===== config.mk =====
export PLATFORM = sky130hd
export DESIGN_NAME = fetch_unit
export DESIGN_NICKNAME = d
export VERILOG_FILES = /design/src/rtl/fetch_pkg.sv /design/src/rtl/fetch_queue.sv /design/src/rtl/fetch_unit.sv
export SDC_FILE = /design/constraint.sdc
export NUM_CORES = 1
export LEC_CHECK = 0
export ABC_AREA = 0
export CORE_MARGIN = 4
export CORE_UTILIZATION = 58
export DETAILED_ROUTE_END_ITERATION = 10
export PLACE_DENSITY = 0.81
export SETUP_SLACK_MARGIN = 0.2
export SLEW_MARGIN = 20
export SYNTH_ARGS = -nofsm -noshare
export SYNTH_HDL_FRONTEND = slang
export SYNTH_SLANG_ARGS = --single-unit
export TNS_END_PERCENT = 50

===== constraint.sdc =====
create_clock -name clk -period 5.2 [get_ports clk]
set_input_delay 0.78 -clock clk [delete_from_list [all_inputs] [get_ports clk]]
set_output_delay 0.78 -clock clk [all_outputs]
set_load 0.005 [all_outputs]

===== src/rtl/fetch_pkg.sv =====
// Shared types and constants for the fetch stage: the queued {pc, instr}
// entry and a helper that folds the illegal take encoding onto the max.
package fetch_pkg;

  localparam int ILEN        = 32;
  localparam int FETCH_WIDTH = 2;

  typedef struct packed {
    logic [ILEN-1:0] pc;
    logic [ILEN-1:0] instr;
  } fetch_entry_t;

  // Decode can take at most FETCH_WIDTH entries; an encoding of 3 means 2.
  function automatic logic [1:0] sat_take(input logic [1:0] t);
    return (t == 2'd3) ? 2'd2 : t;
  endfunction

endpackage


===== src/rtl/fetch_queue.sv =====
// Two-write / two-read circular buffer of fetch entries. Occupancy is
// tracked by an explicit counter; pointers simply wrap at DEPTH.
module fetch_queue
  import fetch_pkg::*;
#(
  parameter int DEPTH = 8,
  localparam int PW = $clog2(DEPTH),
  localparam int CW = PW + 1
) (
  input  logic                               clk,
  input  logic                               rst_n,
  input  logic                               wr_en,
  input  fetch_entry_t [FETCH_WIDTH-1:0]     wr_data,
  input  logic [1:0]                         rd_cnt,
  input  logic                               flush,
  output logic [CW-1:0]                      count,
  output fetch_entry_t [FETCH_WIDTH-1:0]     rd_data
);

  logic [PW-1:0] head;
  logic [PW-1:0] tail;
  logic [PW-1:0] head_p1;
  logic [PW-1:0] tail_p1;
  fetch_entry_t  mem [DEPTH];

  assign head_p1 = head + PW'(1);
  assign tail_p1 = tail + PW'(1);

  // Pointer and occupancy update; a flush empties the queue outright.
  always_ff @(posedge clk or negedge rst_n) begin
    if (!rst_n) begin
      head  <= '0;
      tail  <= '0;
      count <= '0;
    end else if (flush) begin
      head  <= '0;
      tail  <= '0;
      count <= '0;
    end else begin
      if (wr_en) tail <= tail + PW'(2);
      head  <= head + PW'(rd_cnt);
      count <= count + (wr_en ? CW'(2) : CW'(0)) - CW'(rd_cnt);
    end
  end

  // Entry storage; contents of empty slots are don't-care, so no reset.
  always_ff @(posedge clk) begin
    if (wr_en && !flush) begin
      mem[tail]    <= wr_data[0];
      mem[tail_p1] <= wr_data[1];
    end
  end

  assign rd_data[0] = mem[head];
  assign rd_data[1] = mem[head_p1];

  // Occupancy must never exceed the storage.
  a_count_bound: assert property (@(posedge clk) disable iff (!rst_n)
    count <= CW'(DEPTH));

endmodule


===== src/rtl/fetch_unit.sv =====
// Dual-issue fetch stage: owns the PC, addresses two ROM words per cycle,
// queues them with their PCs and presents the two oldest entries to decode.
module fetch_unit
  import fetch_pkg::*;
#(
  parameter logic [31:0] RESET_PC = 32'h0000_0000,
  parameter int          DEPTH    = 8
) (
  input  logic        clk,
  input  logic        rst_n,
  output logic [31:0] imem_a1_o,
  output logic [31:0] imem_a2_o,
  input  logic [31:0] imem_rd1_i,
  input  logic [31:0] imem_rd2_i,
  input  logic        redirect_i,
  input  logic [31:0] redirect_pc_i,
  output logic [1:0]  dec_valid_o,
  output logic [31:0] dec_pc0_o,
  output logic [31:0] dec_instr0_o,
  output logic [31:0] dec_pc1_o,
  output logic [31:0] dec_instr1_o,
  input  logic [1:0]  dec_take_i
);

  localparam int CW = $clog2(DEPTH) + 1;

  logic [31:0]                      pc;
  logic [CW-1:0]                    count;
  logic                             enq;
  logic [1:0]                       take_sat;
  logic [1:0]                       take;
  fetch_entry_t [FETCH_WIDTH-1:0]   wr_data;
  fetch_entry_t [FETCH_WIDTH-1:0]   rd_data;

  assign imem_a1_o = pc;
  assign imem_a2_o = pc + 32'd4;

  // Enqueue only from the registered count so decode's take never feeds fetch.
  assign enq = !redirect_i && (count <= CW'(DEPTH - 2));

  assign wr_data[0] = '{pc: pc,        instr: imem_rd1_i};
  assign wr_data[1] = '{pc: imem_a2_o, instr: imem_rd2_i};

  // Clamp the requested take to what is queued; a redirect discards it.
  always_comb begin
    take_sat = sat_take(dec_take_i);
    take     = take_sat;
    if (CW'(take_sat) > count) take = count[1:0];
    if (redirect_i) take = 2'd0;
  end

  // PC register: redirect wins, otherwise advance by a fetch pair on enqueue.
  always_ff @(posedge clk or negedge rst_n) begin
    if (!rst_n) begin
      pc <= RESET_PC;
    end else if (redirect_i) begin
      pc <= redirect_pc_i & ~32'd3;
    end else if (enq) begin
      pc <= pc + 32'd8;
    end
  end

  fetch_queue #(.DEPTH(DEPTH)) u_queue (
    .clk     (clk),
    .rst_n   (rst_n),
    .wr_en   (enq),
    .wr_data (wr_data),
    .rd_cnt  (take),
    .flush   (redirect_i),
    .count   (count),
    .rd_data (rd_data)
  );

  assign dec_valid_o  = {count >= CW'(2), count >= CW'(1)};
  assign dec_pc0_o    = rd_data[0].pc;
  assign dec_instr0_o = rd_data[0].instr;
  assign dec_pc1_o    = rd_data[1].pc;
  assign dec_instr1_o = rd_data[1].instr;

  // Decode must not ask for more entries than are presented.
  a_take_legal: assert property (@(posedge clk) disable iff (!rst_n)
    !redirect_i |-> (CW'(take_sat) <= count));

endmodule

Word level (Yosys, flattened, before mapping) --
Memories as Yosys holds them, arrays and structs flattened. Cells that the tools add are included.
Storage, ports and cells: bits in registers 42, RAM bits 512, bits of input ports 101, output and inout port bits 194, word-level logic and storage cells 34, memories kept 1
Cells by class: $add $sub $neg 8, magnitude comparators 4, equality and inequality tests 1, mux-type cells 12, reduce and logical (&&, ||, !) cells 4
Memory list:
- u_queue.mem | words 8, bits a word 64, read ports 2, clocked after Yosys merged registers in 0, wr ports 2, RTL line fetch_queue.sv:24 | fetch_entry_t mem [DEPTH];
Operator list (number):
- 32-bit 2-to-1 mux | 2
- 32-bit by 3-bit adder with 32-bit output, second input constant | 1
- 32-bit by 4-bit adder with 32-bit output, second input constant | 1
- 3-bit 2-to-1 mux | 3
- 2-bit 2-to-1 mux | 4
- 3-bit by 1-bit adder with 3-bit output, second input constant | 2
- 4-bit adder | 1
- 4-bit by 1-bit >= comparator with 1-bit output, second input constant | 1
- 4-bit by 2-bit >= comparator with 1-bit output, second input constant | 1
- 2-bit by 4-bit > comparator with 1-bit output | 1
- 4-bit by 3-bit less-or-equal comparator with 1-bit output, second input constant | 1
- 4-bit 2-to-1 mux | 1
- 4-bit by 2-bit subtractor with 4-bit output | 1
- 3-bit by 2-bit adder with 3-bit output | 1
- 3-bit by 2-bit adder with 3-bit output, second input constant | 1
- 2-bit == test, second input constant | 1
- 1-bit logical AND | 2
- 1-bit 2-to-1 mux | 2
- 2-bit nonzero test | 1
- 1-bit logical NOT | 1

Longest topological paths before layout --
word-level depth 7, depth in mapped cells 13, gate-level depth less buffers 13

Cells and area by module --
Synthesis repeated with hierarchy kept, for this count alone.
Unflattened totals: cell total of the unflattened synthesis 2114, area, all modules 30322.8 um^2
Modules (own cells, without submodules):
- fetch_queue | times used 1, cells an instance 1822, area each 27971.8 um^2, sequential area each 15600.0 um^2
- fetch_unit | times used 1, cells an instance 292, area each 2351.0 um^2, sequential area each 750.7 um^2

Worst setup path before layout --
OpenSTA, ideal clock, no wires.
path type in2reg, start input redirect_i, end memory u_queue.mem[5][0] (netlist name), enable pin, library setup time 0.451 ns, data arrival time 3.619 ns, data required time 4.749 ns, setup slack 1.131 ns, stages on the path 5, buffers on the path 2, path through clkbuf_1 nor4bb_1 o21ai_0 clkinv_1 clkbuf_1
RTL lines:
- start, declared | RTL line fetch_unit.sv:15 | input logic redirect_i,
- end, declared | RTL line fetch_queue.sv:24

Final worst setup path --
start register u_queue.head[1], end output dec_pc0_o[12]
On the way: longest elaborated chain between the ends 1
Ends and longest elaborated chain:
- start, declared | RTL line fetch_queue.sv:20 | logic [PW-1:0] head;
- start signal, assigned | RTL line fetch_queue.sv:41 | head <= head + PW'(rd_cnt);
- memory read 8 x 64 bit
- end, declared | RTL line fetch_unit.sv:18 | output logic [31:0] dec_pc0_o,
Every way passes these cells.

==> out/summary.txt <==
P_int - 11.0 mW
Share of power burned in registers - 38.8%
Routability cong. - 0.855
DR iter-0 viols - 2,049
Clock skew - 0.0143 ns
FILL cells - 3,211
Largest net degree at the start of global routing - 121
Setup TNS - 0 ns
Post-DP HPWL - 46,000 um
Critical path arrival - 3.98 ns
Mapped cell area - 0.0289 sq mm
Critical path class - reg -> out
Final hold violations - 0
Post-synth top area cell - edfxtp_1
Hold_buf cts - 0
Final setup fails - 0
Relative slew margins - 24.6%
Flops & latches, synth - 535
Number of synthesized flops with an enable pin - 496
FP Rows - 81
Post-synth top area share - 51.5%
Distinct cells, synth - 52
Design Area, Final - 0.0339 sq mm
Max_cap viols - 0
Tightest Pin Transition - 1.13 ns
Fmax - 0.210 GHz
Syn avg cell area - 13.8 sq um
Critical Path Sink Type - output pin
Yosys Warn Count - 0
Area growth, synth to finish - 17.1%
Commonest non-fill, non-tap cells in the layout - edfxtp_1, nand2_1, clkdlybuf4s50_1
Cells after Synth - 2,092
CTS tree - built
Status - finished, final reports clean
Global-route wire length before repair - 116,000 um
Min-Delay Path Class - in -> async
Crit Path Max Fanout - 70
Gr usage total - 28.4%
Die span in x - 231 um
Commonest non-fill, non-tap cell in the layout - edfxtp_1
Clock network fraction of design power - 23.0%
Power per cell area - 474 mW/mm^2
Die Y - 231 um
Slew Viols, Final - 0
TritonRoute pass-1 iters - 6
Period utilization - 91.6%
Ports - 295
Post-CTS Setup Inserts - 0
Die Area - 0.0535 sq mm
DR WL/cell - 25.8 um
Minimum clock period - 4.76 ns
Flop2flop setup slack - 1.99 ns
Initial Util - 58.9%
Logic pwr share - 38.2%
Dominant synthesized flop cell - edfxtp_1
Area after DPL - 0.0322 sq mm
Leak Pwr - 11.2 nW
Vias - 19.3k
Routed WL - 76,400 um
Post-CTS Resized - 0
Worst vdd ir - 0.000286 V
Area contributors post-synth - edfxtp_1, mux4_2, nand2_1
Switch Pwr - 5.01 mW
Clock transition at path regs - 0.06 ns
Core ar. - 0.0492 sq mm
Vias/cell - 6.52
Asr flop ratio synth - 7.29%
Total gr overflow - 0
Clock Sink Count - 535
Port Buffers - 284
Layout Nets - 2,371
CTS max path bufs - 3
WP data required - 4.42 ns
Share of cells above drive strength 1 - 23.0%
Post-route ant nets - 0
CTS root buf - clkbuf_16
DRC viols - 0
H-tree depth - 2
Hold_ws - 0.311 ns
Net Sw Frac - 31.2%
Seq/Total Area, Yosys - 54.8%
Clock latency on the worst-skew pair - 0.60 ns
CTS buffer count - 55
Number of global-route vias before repair - 19.7k
Startpoint Class - flip-flop
RSZ-0062 raised after global routing - false
Antenna violations before repair - 8
## state kept, by name (all words and copies together) (netlist names)
name,flops
u_queue.mem,496
u_queue.tail,2
u_queue.count,4
u_queue.head,3
imem_a1_o,30
## stage by stage
step	cells	setup WS, ns	utilization (%)	total power [mW]
CTS	2958	0.386	69.0	16.1
floorplan	2099	1.13	-	9.72
finish	2961	0.436	69.0	16.1
global placement	2858	1.06	65.6	12.2
global route	2960	0.215	69.0	16.7
detailed placement	2858	1.04	65.6	12.4
## layer usage
metal	share of wire [%]	routed length, um	global-route usage (%)	vias to the layer above
li1	-	-	-	8151
met1	37	28100	38.1	9711
met2	49	37500	46.2	1239
met3	11	8070	6.31	187
met4	3.6	2790	10.9	10
met5	0.075	57	0	-
## cells by family (layout without fill, tap and decap cells)
logic type	after synthesis	in the layout	synth area share, %
adders and majority gates	19	19	0.899
muxes	375	375	24.2
buffers and inverters	262	457	3.75
xor gates and xnor gates	150	150	4.54
DFF	535	535	54.8
other	1	11	0.0130
AOI/OAI and AO/OA	68	68	1.46
and+or+nand+nor	682	682	10.3
## worst paths after layout
path | startpoint | end | depth (start not counted)
hold / removal | rst_n | imem_a1_o[18]$_DFFE_PN0N_ | 1
setup / recovery | u_queue.head[1]$_DFF_PN0_ | dec_pc0_o[12] | 5
hold reg to reg | u_queue.tail[2]$_DFFE_PN0N_ | u_queue.tail[2]$_DFFE_PN0N_ | 2
setup reg to reg | imem_a1_o[9]$_DFFE_PN0N_ | u_queue.mem[3][49]$_DFFE_PP_ | 5
max in group asynchronous | rst_n | u_queue.head[1]$_DFF_PN0_ | 1
min in group clk | u_queue.tail[2]$_DFFE_PN0N_ | u_queue.tail[2]$_DFFE_PN0N_ | 2
## worst max-delay path: stages, from the launching register on
cell	delay [ns]
dfrtp_4	0.42
buf_4	0.83
buf_4	0.86
mux4_2	0.42
mux2_2	0.34
clkdlybuf4s50_1	0.48
## cell type report
type                    count  area [sq um]  area share [%]
diodes                      3          7.51          0.0221
repair buffers            334          3300            9.73
multi-input cells        1302         12100            35.7
well taps                 664           831            2.45
inverters                  23           108           0.317
clock inverters            26           148           0.435
flip-flops and latches    535         15900            46.8
clock buffers              74          1520            4.48
## cell usage after synthesis (8+ instances only)
library cell  count
nand3_1          38
nor2_1           43
a31oi_1          22
nor3_1           20
and3_1            8
buf_2            36
inv_1            17
xor2_1           29
edfxtp_1        496
clkbuf_1        164
o31ai_1          10
ha_1             16
nand4_1          42
mux2_2          125
nand2_1         475
dfrtp_1          39
o21ai_0          21
or4_1            18
buf_1            24
mux4_2          248
buf_4            13
xnor2_1         121
## power by group through the flow
stage | Combinational [mW] | Sequential (mW) | Clock [mW]
finish | 6.13 | 6.23 | 3.69
global route | 6.53 | 6.30 | 3.90
CTS | 6.18 | 6.21 | 3.72
detailed placement | 6.13 | 6.29 | 0
global placement | 6.02 | 6.20 | 0
floorplan | 3.65 | 6.07 | 0
Note: power is estimated with default switching activity, not from simulation.
